$ cat src/rtl/imem_loader.sv
// imem_loader: boot-time instruction-memory writer.
// Takes a length-prefixed, checksummed byte stream and writes one 32-bit
// little-endian word per write strobe. The core stays in reset until a load
// finishes with a matching checksum.
//
// Handshake: a byte moves on a rising edge where rx_valid && rx_ready are
// both high. rx_ready depends only on the registered state, so the sender may
// hold rx_valid/rx_data steady until the transfer happens.
module imem_loader #(
    parameter int DEPTH_WORDS    = 1024,
    parameter int TIMEOUT_CYCLES = 65535
) (
    input  logic        clk,
    input  logic        rst,
    input  logic        start,
    input  logic        rx_valid,
    input  logic [7:0]  rx_data,
    output logic        rx_ready,
    output logic        wr_en,
    output logic [31:0] wr_addr,
    output logic [31:0] wr_data,
    output logic        core_rst,
    output logic        busy,
    output logic        done,
    output logic        err,
    output logic [2:0]  state_dbg
);

    localparam logic [31:0] DEPTH_LIMIT  = 32'(DEPTH_WORDS);
    localparam logic [31:0] TIMEOUT_LAST = 32'(TIMEOUT_CYCLES - 1);

    // S_CHECK is a one-cycle evaluation step after the checksum byte; it keeps
    // rx_ready low and spaces the last write from the core_rst release.
    typedef enum logic [2:0] {
        S_IDLE  = 3'd0,
        S_LEN   = 3'd1,
        S_DATA  = 3'd2,
        S_CSUM  = 3'd3,
        S_CHECK = 3'd4,
        S_DONE  = 3'd5,
        S_ERR   = 3'd6
    } state_t;

    state_t      state;
    state_t      state_next;
    logic [1:0]  byte_cnt;
    logic [31:0] index;
    logic [31:0] len;
    logic [23:0] asm_word;
    logic [7:0]  sum;
    logic [31:0] idle_cnt;
    logic        csum_ok;

    logic        accept;
    logic        start_ok;
    logic        timeout_hit;
    logic [31:0] len_full;

    assign busy        = (state == S_LEN) || (state == S_DATA) || (state == S_CSUM);
    assign rx_ready    = busy;
    assign done        = (state == S_DONE);
    assign err         = (state == S_ERR);
    assign core_rst    = (state != S_DONE);
    assign state_dbg   = state;
    assign accept      = rx_valid && rx_ready;
    assign start_ok    = start && ((state == S_IDLE) || (state == S_DONE) || (state == S_ERR));
    assign timeout_hit = busy && !accept && (idle_cnt == TIMEOUT_LAST);
    assign len_full    = {rx_data, len[23:0]};

    // State register.
    always_ff @(posedge clk) begin
        if (rst) begin
            state <= S_IDLE;
        end else begin
            state <= state_next;
        end
    end

    // Next-state logic; a timeout while waiting for a byte overrides everything.
    always_comb begin
        state_next = state;
        case (state)
            S_IDLE: begin
                if (start_ok) state_next = S_LEN;
            end
            S_LEN: begin
                if (timeout_hit) begin
                    state_next = S_ERR;
                end else if (accept && byte_cnt == 2'd3) begin
                    if (len_full > DEPTH_LIMIT)  state_next = S_ERR;
                    else if (len_full == 32'd0)  state_next = S_CSUM;
                    else                         state_next = S_DATA;
                end
            end
            S_DATA: begin
                if (timeout_hit) begin
                    state_next = S_ERR;
                end else if (accept && byte_cnt == 2'd3 && (index + 32'd1) == len) begin
                    state_next = S_CSUM;
                end
            end
            S_CSUM: begin
                if (timeout_hit)  state_next = S_ERR;
                else if (accept)  state_next = S_CHECK;
            end
            S_CHECK: begin
                state_next = csum_ok ? S_DONE : S_ERR;
            end
            S_DONE, S_ERR: begin
                if (start_ok) state_next = S_LEN;
            end
            default: state_next = S_IDLE;
        endcase
    end

    // Datapath: byte assembly, running sum, idle timer and the write port.
    always_ff @(posedge clk) begin
        if (rst) begin
            byte_cnt <= 2'd0;
            index    <= 32'd0;
            len      <= 32'd0;
            asm_word <= 24'd0;
            sum      <= 8'd0;
            idle_cnt <= 32'd0;
            csum_ok  <= 1'b0;
            wr_en    <= 1'b0;
            wr_addr  <= 32'd0;
            wr_data  <= 32'd0;
        end else begin
            wr_en <= 1'b0;
            if (start_ok) begin
                byte_cnt <= 2'd0;
                index    <= 32'd0;
                len      <= 32'd0;
                sum      <= 8'd0;
                idle_cnt <= 32'd0;
            end else if (busy) begin
                idle_cnt <= accept ? 32'd0 : idle_cnt + 32'd1;
                if (accept) begin
                    case (state)
                        S_LEN: begin
                            byte_cnt <= byte_cnt + 2'd1;
                            case (byte_cnt)
                                2'd0:    len[7:0]   <= rx_data;
                                2'd1:    len[15:8]  <= rx_data;
                                2'd2:    len[23:16] <= rx_data;
                                default: len[31:24] <= rx_data;
                            endcase
                        end
                        S_DATA: begin
                            byte_cnt <= byte_cnt + 2'd1;
                            sum      <= sum + rx_data;
                            case (byte_cnt)
                                2'd0:    asm_word[7:0]   <= rx_data;
                                2'd1:    asm_word[15:8]  <= rx_data;
                                2'd2:    asm_word[23:16] <= rx_data;
                                default: begin
                                    wr_en   <= 1'b1;
                                    wr_data <= {rx_data, asm_word};
                                    wr_addr <= {index[29:0], 2'b00};
                                    index   <= index + 32'd1;
                                end
                            endcase
                        end
                        S_CSUM: begin
                            csum_ok <= (rx_data == sum);
                        end
                        default: ;
                    endcase
                end
            end
        end
    end

endmodule
$ cat config.mk
export PLATFORM = sky130hd
export DESIGN_NAME = imem_loader
export DESIGN_NICKNAME = d
export VERILOG_FILES = /design/src/rtl/imem_loader.sv
export SDC_FILE = /design/constraint.sdc
export NUM_CORES = 1
export LEC_CHECK = 0
export BUFFER_PORTS_ARGS = -buffer_cell sky130_fd_sc_hd__buf_2
export CAP_MARGIN = 15
export CORE_MARGIN = 4
export CORE_UTILIZATION = 44
export DETAILED_ROUTE_END_ITERATION = 6
export HOLD_SLACK_MARGIN = 0.1
export PLACE_DENSITY = 0.71
export SLEW_MARGIN = 20
export SYNTH_ARGS = -nofsm -noshare
export SYNTH_HDL_FRONTEND = slang
export SYNTH_SLANG_ARGS = --single-unit
$ cat constraint.sdc
create_clock -name clk -period 3.18 [get_ports clk]
set_input_delay 0.636 -clock clk [delete_from_list [all_inputs] [get_ports clk]]
set_output_delay 0.636 -clock clk [all_outputs]
set_load 0.01 [all_outputs]
==> results.py <==
metrics = {
    "outcome": {
        "outcome": "finished, final reports clean",
    },
    "clocking": {
        "clk_path_buf_depth": 2,
        "post-cts-setup-buffers": 0,
        "ctsHtreeMaxLevel": 4,
        "clk_pin_slew_ns": 0.07,
        "cts_tree": "yes",
        "ctsHoldBuffers": 0,
        "cts-root-buf": "clkbuf_16",
        "cts-buffers-inserted": 17,
        "cts.sinks": 197,
        "clk_latency_ns": 0.45,
    },
    "sta": {
        "hold_viol": 0,
        "skew_ns": 0.0118,
        "slew_violations": 0,
        "min_period_ns": 2.95,
        "finalSetupViolCount": 0,
        "fmax_mhz": 339,
        "worstMarginPinSlew_ns": 0.692,
        "period_share_pct": 92.7,
        "slew_headroom_pct": 53.7,
        "tns_ns": 0,
        "rsz0062_at_grt": "no",
    },
    "setup_path": {
        "crit_path_max_fanout": 12,
        "crit_required_ns": 3.51,
        "endpoint_kind": "register",
        "r2r-end": "state_dbg[0]",
        "rr_startpoint": "index[4]",
        "path_buf_inv": 1,
        "start_kind": "register",
        "critPathSlowestCell": "dfxtp_1",
        "worstPathCellList": "nand3_1 > nor4_4 > buf_4 > nand4_1 > and3b_1 > nor4_2 > nand4_2 > o31ai_4 > mux2i_1 > nor2_1",
        "cpLargestDelayFamily": "simple AND/OR/NAND/NOR gates",
        "cp.arrival_ns": 3.27,
        "reg2regPathDepth": 10,
        "worst-r2r-setup-slack_ns": 0.23,
        "worstSetupPathType": "register to register",
        "max_stage_delay_ns": 0.48,
    },
    "final_layout": {
        "drive_gt1_share_pct": 14.4,
        "fillers": 1975,
        "antenna_cells": 0,
        "area_delta_synth_final_pct": 13.4,
        "fin_nets": 1241,
        "layout.cells.non_filler": 1496,
    },
    "detailed_routing": {
        "ant_nets": 0,
        "post_drt_wl_per_cell_um": 15.7,
        "wl_um": 23500,
        "drt_iter0_drc": 629,
        "dr.pass1.iters": 6,
        "vias": 8079,
        "drc": 0,
        "via_per_inst": 5.40,
    },
    "synthesis": {
        "avgSynthCellArea_um2": 7.93,
        "netlist_area_um2": 9280,
        "synth_edf_count": 0,
        "ys_seq_area_share_pct": 42.5,
        "netlist_instances": 1170,
        "synth_cell_types": 68,
        "ys_ff_latch": 197,
        "synthFlopType": "dfxtp_1",
        "async_flop_share_pct": 0,
        "yosysWarningCount": 0,
    },
    "min_path": {
        "whs_path_depth": 2,
        "holdPathEnd": "wr_addr[21]",
        "min-delay-start": "wr_addr[21]",
        "hp-class": "register to register",
    },
    "die": {
        "initial_core_util_pct": 45.3,
        "coreArea_um2": 20500,
        "dieArea_um2": 23500,
        "num_io_pins": 85,
        "die_w_um": 153,
        "die_h_um": 153,
        "row_count": 52,
    },
    "power_and_ir_drop": {
        "combPwrFrac_pct": 15.8,
        "p_leak_nw": 3.80,
        "p_clk_share_pct": 38.6,
        "ir_drop_mv": 0.387,
        "power.sequential.fraction_pct": 45.6,
        "p_int_mw": 3.99,
        "sw_frac_of_total_pct": 29.4,
        "p_per_area_nw_per_um2": 538,
        "p_sw_mw": 1.66,
    },
    "grt": {
        "grt_util_met2_pct": 31.3,
        "busiest_layer": "met2",
        "grt_pass1_vias": 7537,
        "grt_pass1_wl_um": 38500,
        "grt_usage_pct": 19.7,
        "use_met1_pct": 26.5,
        "grt-ovfl-total": 0,
        "grtUsageMet3_pct": 4.41,
        "grt_max_degree": 78,
        "antenna_found_initial": 0,
    },
    "placed_design": {
        "dp.final_hpwl_um": 15800,
        "placedCellCount": 1464,
        "portBuffers": 82,
        "gp_congestion": 0.881,
    },
    "flow_run": {
        "drv_cap": 0,
    },
}
## cell usage after synthesis, types with 3 or more instances
library cell / n / share of area [%]
nor2_1: 85 / 3.4
nand4b_1: 3 / 0.28
ha_1: 15 / 2.0
buf_1: 7 / 0.28
xnor2_1: 46 / 4.3
a211oi_1: 5 / 0.40
clkbuf_1: 63 / 2.5
inv_1: 17 / 0.69
dfxtp_1: 197 / 43
and2_1: 6 / 0.40
o21bai_1: 5 / 0.40
nor3_1: 13 / 0.70
a21oi_1: 154 / 8.3
buf_4: 4 / 0.32
nor4b_1: 3 / 0.28
o21ai_0: 20 / 1.1
nand3_1: 93 / 5.0
and4_1: 5 / 0.47
nand4_1: 22 / 1.5
nand2_1: 239 / 9.7
or2_2: 4 / 0.27
or3_1: 15 / 1.0
nand2b_1: 6 / 0.40
and3_1: 8 / 0.54
nor4_1: 17 / 1.1
buf_2: 11 / 0.59
xor2_1: 53 / 5.0
## flip-flops by register name, indices dropped and copies added (netlist names)
name       flops
csum_ok        1
len           32
state_dbg      3
wr_data       32
index         32
byte_cnt       2
wr_addr       30
sum            8
wr_en          1
idle_cnt      32
asm_word      24
## metrics by stage
step	total power, mW	area [µm²]	setup slack (ns)	util, %	hold slack, ns
floorplan	3.26	9280	0.450	-	0.432
global placement	3.50	9920	0.296	48.4	0.441
detailed placement	3.52	9920	0.161	48.4	0.444
CTS	5.70	10500	0.152	51.3	0.453
global route	5.88	10500	0.0487	51.3	0.469
finish	5.66	10500	0.233	51.3	0.451
## layout by cell type, fill, tap and decap left out, types with 3 or more instances in the layout
cell type,instances
nand2_1,238
dfxtp_1,195
a21oi_1,154
nand3_1,93
nor2_1,83
buf_2,82
xor2_1,53
xnor2_1,46
buf_4,25
nand4_1,22
o21ai_0,20
inv_1,17
clkbuf_16,17
nor4_1,16
or3_1,15
ha_1,15
nor3_1,13
and3_1,8
nand2b_1,6
and4_1,5
and2_1,5
a211oi_1,5
o21bai_1,4
or2_2,4
nor4b_1,3
nand4b_1,3
nor4_2,3
inv_6,3
clkinvlp_4,3
buf_12,3
## power by group through the flow
stage          logic, mW  clock network, mW  registers [mW]
2_1_floorplan      0.650                  0            2.61
3_3_place_gp       0.868                  0            2.63
3_5_place_dp       0.882                  0            2.63
4_1_cts            0.892               2.23            2.58
5_1_grt            0.978               2.32            2.59
6_report           0.892               2.18            2.58
## cell type report
| type | count | area [µm²] | share of cell area (%) |
|---|---|---|---|
| Multi-Input combinational cell | 867 | 4900 | 46.6 |
| Sequential cell | 197 | 3950 | 37.5 |
| Timing Repair Buffer | 110 | 658 | 6.25 |
| Clock buffer | 20 | 447 | 4.24 |
| Tap cell | 270 | 338 | 3.21 |
| Clock inverter | 12 | 143 | 1.36 |
| Inverter | 20 | 88.8 | 0.844 |
## cell families (layout without fill, tap and decap cells)
| logic type | Yosys count | count (layout) | share of synthesized area (%) |
|---|---|---|---|
| and+or+nand+nor | 538 | 538 | 27.6 |
| AOI/OAI and AO/OA | 209 | 209 | 12.9 |
| DFF | 197 | 197 | 42.5 |
| buffers and inverters | 107 | 162 | 4.95 |
| xor gates and xnor gates | 100 | 100 | 9.52 |
| adders and majority gates | 16 | 16 | 2.24 |
| muxes | 2 | 2 | 0.216 |
| other | 1 | 2 | 0.0404 |
## worst register-to-register path: cells and delay by family (launching register included)
| kind | cells | cell delay, ns |
|---|---|---|
| AOI/OAI and AO/OA | 1 | 0.35 |
| buffers and inverters | 1 | 0.23 |
| DFF | 1 | 0.48 |
| muxes | 1 | 0.26 |
| and+or+nand+nor | 7 | 1.49 |
## worst max-delay path by stage
| stage | start | end | slack [ns] | depth (start not counted) |
|---|---|---|---|---|
| final | index[4] | state_dbg[0] | 0.23 | 10 |
| after global placement | index[3] | state_dbg[0] | 0.30 | 10 |
| after detailed placement | index[3] | state_dbg[0] | 0.16 | 10 |
| after global routing | index[4] | state_dbg[0] | 0.05 | 10 |
| after floorplan | index[1] | state_dbg[0] | 0.45 | 11 |
| after CTS | index[3] | state_dbg[0] | 0.15 | 10 |
## routing by layer
| layer | vias up | wire (µm) |
|---|---|---|
| li1 | 4058 | - |
| met1 | 3782 | 10900 |
| met2 | 198 | 10700 |
| met3 | 41 | 1300 |
| met4 | 0 | 563 |
| met5 | - | 0 |
## what timing repair did
action / CTS / global route
setup endpoints to repair: 0 / 2
hold endpoints to repair: 0 / 0
resized for setup: 0 / 3
Power figures use the tool's default switching activity.
